`config.mk`:
```
export PLATFORM = sky130hd
export DESIGN_NAME = pipe_hazard_ctrl
export DESIGN_NICKNAME = d
export VERILOG_FILES = /design/src/rtl/pipe_ctrl_pkg.sv /design/src/rtl/hazard_cmp.sv /design/src/rtl/pipe_hazard_ctrl.sv
export SDC_FILE = /design/constraint.sdc
export NUM_CORES = 1
export LEC_CHECK = 0
export BUFFER_PORTS_ARGS = -buffer_cell sky130_fd_sc_hd__buf_2
export CORE_AREA = 2 2 39 41
export CTS_CLUSTER_SIZE = 14
export DETAILED_ROUTE_END_ITERATION = 6
export DIE_AREA = 0 0 41 43
export GPL_ROUTABILITY_DRIVEN = 0
export GPL_TIMING_DRIVEN = 0
export PLACE_DENSITY = 0.74
export SYNTH_ARGS = -nofsm -noshare
export SYNTH_HDL_FRONTEND = slang
export SYNTH_HIERARCHICAL = 1
export SYNTH_SLANG_ARGS = --single-unit
```
`constraint.sdc`:
```
create_clock -name clk -period 3 [get_ports clk]
set_input_delay 0.6 -clock clk [delete_from_list [all_inputs] [get_ports clk]]
set_output_delay 0.6 -clock clk [all_outputs]
set_load 0.05 [all_outputs]
```
`src/rtl/pipe_ctrl_pkg.sv`:
```
// Shared types for the pipeline hazard/sequencing controller: FSM states,
// has_hazard class codes and operand-forward select codes.
package pipe_ctrl_pkg;

    typedef enum logic [1:0] {
        ST_RUN   = 2'b00,
        ST_DRAIN = 2'b01,
        ST_HALT  = 2'b10
    } state_t;

    typedef enum logic [1:0] {
        HZ_NONE     = 2'b00,
        HZ_LOAD_USE = 2'b01,
        HZ_BRANCH   = 2'b10,
        HZ_RAW      = 2'b11
    } hazard_t;

    typedef enum logic [1:0] {
        FWD_RF = 2'b00,
        FWD_XM = 2'b01,
        FWD_MW = 2'b10
    } fwd_t;

    // The Ex stage holds the younger result, so it wins over Mem.
    function automatic fwd_t fwd_sel(input logic ex_hit, input logic mem_hit);
        if (ex_hit)
            return FWD_XM;
        else if (mem_hit)
            return FWD_MW;
        else
            return FWD_RF;
    endfunction

endpackage

```
`src/rtl/hazard_cmp.sv`:
```
// One decode-source versus in-flight-destination comparator.
module hazard_cmp (
    input  logic       src_use,
    input  logic [1:0] src_id,
    input  logic       dst_wr,
    input  logic [1:0] dst_id,
    output logic       hit
);

    // A dependency exists only if the source is read and the producer writes.
    always_comb begin
        hit = src_use && dst_wr && (src_id == dst_id);
    end

endmodule

```
`src/rtl/pipe_hazard_ctrl.sv`:
```
// Pipeline hazard and sequencing controller: RAW / load-use stalls, taken
// branch flush and the HLT drain/hold sequence.
// Optional feature macro: PIPE_FORWARDING_EN (operand forwarding; only
// load-use stalls remain when defined).
module pipe_hazard_ctrl
    import pipe_ctrl_pkg::*;
#(
    parameter int DRAIN_CYCLES = 2
) (
    input  logic       clk,
    input  logic       reset,
    input  logic [1:0] d_ra,
    input  logic [1:0] d_rb,
    input  logic       d_use_ra,
    input  logic       d_use_rb,
    input  logic [1:0] ex_rd,
    input  logic       ex_RW,
    input  logic       ex_MR,
    input  logic [1:0] mem_rd,
    input  logic       mem_RW,
    input  logic       br_taken,
    input  logic       ex_Hlt,
    input  logic       resume,
    output logic       pc_ld,
    output logic       fd_ld,
    output logic       fd_flush,
    output logic       dx_ld,
    output logic       dx_flush,
    output logic       xm_ld,
    output logic       mw_ld,
    output logic [1:0] has_hazard,
    output logic [1:0] fwd_a,
    output logic [1:0] fwd_b,
    output logic       halted
);

    localparam int CW = (DRAIN_CYCLES > 1) ? $clog2(DRAIN_CYCLES) : 1;
    localparam logic [CW-1:0] DRAIN_LOAD = CW'(DRAIN_CYCLES - 1);

    state_t        state;
    logic [CW-1:0] cnt;

    logic a_ex_hit, b_ex_hit, a_mem_hit, b_mem_hit;
    logic load_use, stall;
    fwd_t fwd_a_run, fwd_b_run;

    hazard_cmp u_cmp_a_ex (
        .src_use(d_use_ra), .src_id(d_ra), .dst_wr(ex_RW),  .dst_id(ex_rd),  .hit(a_ex_hit)
    );
    hazard_cmp u_cmp_b_ex (
        .src_use(d_use_rb), .src_id(d_rb), .dst_wr(ex_RW),  .dst_id(ex_rd),  .hit(b_ex_hit)
    );
    hazard_cmp u_cmp_a_mem (
        .src_use(d_use_ra), .src_id(d_ra), .dst_wr(mem_RW), .dst_id(mem_rd), .hit(a_mem_hit)
    );
    hazard_cmp u_cmp_b_mem (
        .src_use(d_use_rb), .src_id(d_rb), .dst_wr(mem_RW), .dst_id(mem_rd), .hit(b_mem_hit)
    );

    // Classify the decode dependency and pick forward sources.
    always_comb begin
        load_use = (a_ex_hit || b_ex_hit) && ex_MR;
`ifdef PIPE_FORWARDING_EN
        stall     = load_use;
        fwd_a_run = fwd_sel(a_ex_hit, a_mem_hit);
        fwd_b_run = fwd_sel(b_ex_hit, b_mem_hit);
`else
        stall     = a_ex_hit || b_ex_hit || a_mem_hit || b_mem_hit;
        fwd_a_run = FWD_RF;
        fwd_b_run = FWD_RF;
`endif
    end

    // Sequencing FSM: RUN -> DRAIN (counted) -> HALT -> RUN on resume.
    always_ff @(posedge clk or negedge reset) begin
        if (!reset) begin
            state  <= ST_RUN;
            cnt    <= '0;
            halted <= 1'b0;
        end else begin
            case (state)
                ST_RUN: begin
                    if (!br_taken && ex_Hlt) begin
                        state <= ST_DRAIN;
                        cnt   <= DRAIN_LOAD;
                    end
                end
                ST_DRAIN: begin
                    if (cnt == '0) begin
                        state  <= ST_HALT;
                        halted <= 1'b1;
                    end else begin
                        cnt <= cnt - 1'b1;
                    end
                end
                ST_HALT: begin
                    if (resume) begin
                        state  <= ST_RUN;
                        halted <= 1'b0;
                    end
                end
                default: begin
                    state  <= ST_RUN;
                    halted <= 1'b0;
                end
            endcase
        end
    end

    // Latch controls from current state and inputs (same-edge action).
    always_comb begin
        pc_ld      = 1'b1;
        fd_ld      = 1'b1;
        fd_flush   = 1'b0;
        dx_ld      = 1'b1;
        dx_flush   = 1'b0;
        xm_ld      = 1'b1;
        mw_ld      = 1'b1;
        has_hazard = HZ_NONE;
        fwd_a      = FWD_RF;
        fwd_b      = FWD_RF;
        case (state)
            ST_RUN: begin
                fwd_a = fwd_a_run;
                fwd_b = fwd_b_run;
                if (br_taken) begin
                    fd_flush   = 1'b1;
                    dx_flush   = 1'b1;
                    has_hazard = HZ_BRANCH;
                end else if (ex_Hlt) begin
                    pc_ld    = 1'b0;
                    fd_ld    = 1'b0;
                    dx_flush = 1'b1;
                end else if (stall) begin
                    pc_ld      = 1'b0;
                    fd_ld      = 1'b0;
                    dx_flush   = 1'b1;
                    has_hazard = load_use ? HZ_LOAD_USE : HZ_RAW;
                end
            end
            ST_DRAIN: begin
                pc_ld    = 1'b0;
                fd_ld    = 1'b0;
                dx_flush = 1'b1;
            end
            ST_HALT: begin
                pc_ld = 1'b0;
                fd_ld = 1'b0;
                dx_ld = 1'b0;
                xm_ld = 1'b0;
                mw_ld = 1'b0;
            end
            default: begin
                pc_ld = 1'b0;
            end
        endcase
    end

endmodule

```
==> flow_metrics.env <==
export IMPL_peakVddDrop_mv=0.398
export IMPL_track_usage_pct=14.2
export IMPL_die_area_um2=1760
export IMPL_die_width_um=41
export IMPL_cp_max_fo=3
export IMPL_cts_setup_buffers=0
export IMPL_dp_hpwl_um=887
export IMPL_fmax_mhz=402
export IMPL_first_pass_iters=3
export IMPL_setup_tns_ps=0
export IMPL_synth_distinct_cells=26
export IMPL_path_clk_slew_ps=40
export IMPL_startpoint="ex_rd[1]"
export IMPL_drtIter0Drc=3
export IMPL_crit_path_end_kind="output pin"
export IMPL_die_h_um=43
export IMPL_cts_root_buf="clkbuf_4"
export IMPL_grt_max_degree=11
export IMPL_rsz0062_at_grt="no"
export IMPL_antenna_found_initial=0
export IMPL_slowest_delay_ps=360
export IMPL_timing_final_crit_share_pct=82.9
export IMPL_cts_tree="done"
export IMPL_grt_pass1_wl_mm=1.73
export IMPL_drc=0
export IMPL_status="finished, final reports clean"
export IMPL_reg2reg_from="state[0]"
export IMPL_required_ps=2400
export IMPL_layout_drive_gt1_share_pct=46.8
export IMPL_period_needed_ps=2490
export IMPL_port_buffers=27
export IMPL_timing_final_hold_violations=0
export IMPL_clockBufferDepth=2
export IMPL_path_buf_inv=2
export IMPL_ys_ff_latch=4
export IMPL_synth_area_um2=526
export IMPL_cts_sinks=4
export IMPL_critPathArrivalTime_ps=1890
export IMPL_r2r_cells=5
export IMPL_r2r_slack_ps=1470
export IMPL_num_vias=511
export IMPL_critical_path_class="input port to output pin"
export IMPL_postSynthAreaPerCell_um2=8.61
export IMPL_ys_seq_area_share_pct=19.0
export IMPL_first_global_vias=477
export IMPL_powerDensity_nw_per_um2=867
export IMPL_clock_latency_ps=230
export IMPL_cts_buffers=3
export IMPL_reg2reg_to="state[1]"
export IMPL_holdWs_ps=162
export IMPL_slew_violations=0
export IMPL_cp_cell_sequence="buf_2 -> xor2_1 -> nor3_2 -> nor4_2 -> a21oi_1 -> mux2i_1 -> buf_2"
export IMPL_synthCells=61
export IMPL_nets=118
export IMPL_hp_class="input port to async pin"
export IMPL_ctsHtreeMaxLevel=1
export IMPL_wl_um=980
export IMPL_cpMostUsedCell="buf_2"
export IMPL_cap_violations=0
export IMPL_setup_viol=0
export IMPL_routedWlPerCell_um=8.91
export IMPL_antenna_cells=0
export IMPL_worstSetupStartpointType="input port"
export IMPL_ios=32
export IMPL_viasPerCell=4.65
export IMPL_placementRows=14
export IMPL_coreArea_um2=1380
export IMPL_grt_overflow=0
export IMPL_hold_buffers=0
export IMPL_finalClockSkew_ps=4.50
export IMPL_leakagePower_nw=0.384
export IMPL_cts_resized=0
export IMPL_ant_nets=0
export IMPL_critPathTopFamily="simple AND/OR/NAND/NOR gates"
export IMPL_crit_path_top_delay_cell="nor4_2"
export IMPL_yosysWarnings=6
export IMPL_start_util_pct=38.0
export IMPL_syn_to_final_growth_pct=36.0
registers in the layout, summed over array words and instances (netlist names):
register  count
cnt           1
state         2
halted        1
through the flow:
stage / cell area (um2) / worst slack [ps] / util [%] / instances / power, mW
final: 714 / 513 / 51.6 / 110 / 0.619
after global routing: 714 / 418 / 51.6 / 110 / 0.675
after global placement: 692 / 501 / 50.0 / 107 / 0.554
after CTS: 714 / 493 / 51.6 / 110 / 0.629
after detailed placement: 692 / 506 / 50.0 / 107 / 0.560
after floorplan: 537 / 290 / - / 64 / 0.466
synth_stat cells:
library cell / instances / area [um2]
buf_4: 6 / 45.0
a21o_1: 1 / 7.51
mux2i_1: 1 / 10.0
o21ai_0: 2 / 10.0
and2b_1: 1 / 7.51
nor3_2: 4 / 40.0
mux2_1: 1 / 11.3
and2_1: 3 / 18.8
nor2_1: 2 / 7.51
a211oi_2: 1 / 12.5
nor2b_1: 1 / 6.26
nor3_1: 2 / 10.0
inv_1: 5 / 18.8
xor2_1: 8 / 70.1
nand2_1: 4 / 15.0
buf_2: 1 / 5.00
dfrtp_1: 4 / 100
a31oi_1: 2 / 12.5
ha_1: 4 / 50.1
nand3_1: 1 / 5.00
nor4_2: 1 / 12.5
o32a_1: 2 / 20.0
conb_1: 1 / 3.75
nand2b_4: 1 / 13.8
nor3b_1: 1 / 7.51
a21oi_1: 1 / 5.00
cell usage in the layout, fill, tap and decap left out, types with 4 or more instances in the layout:
cell and count:
buf_2 28, xor2_1 8, buf_4 6, inv_1 5
ha_1 4, conb_1 4, dfrtp_1 4, nand2_1 4
nor3_2 4
cells by family after synthesis:
| kind of cell | after synthesis | share of synthesized area, % |
|---|---|---|
| and+or+nand+nor | 21 | 27.4 |
| buffers and inverters | 12 | 13.1 |
| AOI/OAI and AO/OA | 9 | 12.9 |
| xor gates and xnor gates | 8 | 13.3 |
| adders and majority gates | 4 | 9.52 |
| DFF | 4 | 19.0 |
| muxes | 2 | 4.05 |
| other | 1 | 0.714 |
worst register-to-register path, cell delays in order (launching register included):
cell,delay (ps)
dfrtp_1,400
inv_1,90
ha_1,210
and2b_1,210
a211oi_2,180
mux2_1,340
cell type report:
type	count	area (um2)
Clock buffer	3	22.5
Multi-Input combinational cell	48	368
Fill cell	146	669
Timing Repair Buffer	27	135
Tap cell	16	20.0
Sequential cell	4	100
Buffer	7	50.0
Inverter	5	18.8
how the worst max path moves through the flow:
stage,to,depth (start not counted)
after floorplan,fd_ld,5
after global placement,fd_ld,7
after detailed placement,fd_ld,7
after CTS,fd_ld,7
after global routing,fd_ld,7
final,fd_ld,7
where the power goes:
part	internal [mW]	total [mW]	switching [mW]
sequential	0.0764	0.0941	0.0177
combinational	0.144	0.459	0.316
clock	0.0447	0.0657	0.0210
total	0.265	0.619	0.354
routing by layer:
| layer | wire [um] | GRT usage, % |
|---|---|---|
| met5 | 0 | 0 |
| met2 | 517 | 23.1 |
| met4 | 0 | 4.00 |
| met3 | 73 | 6.28 |
| met1 | 388 | 15.8 |
(Power assumes the default switching activity.)
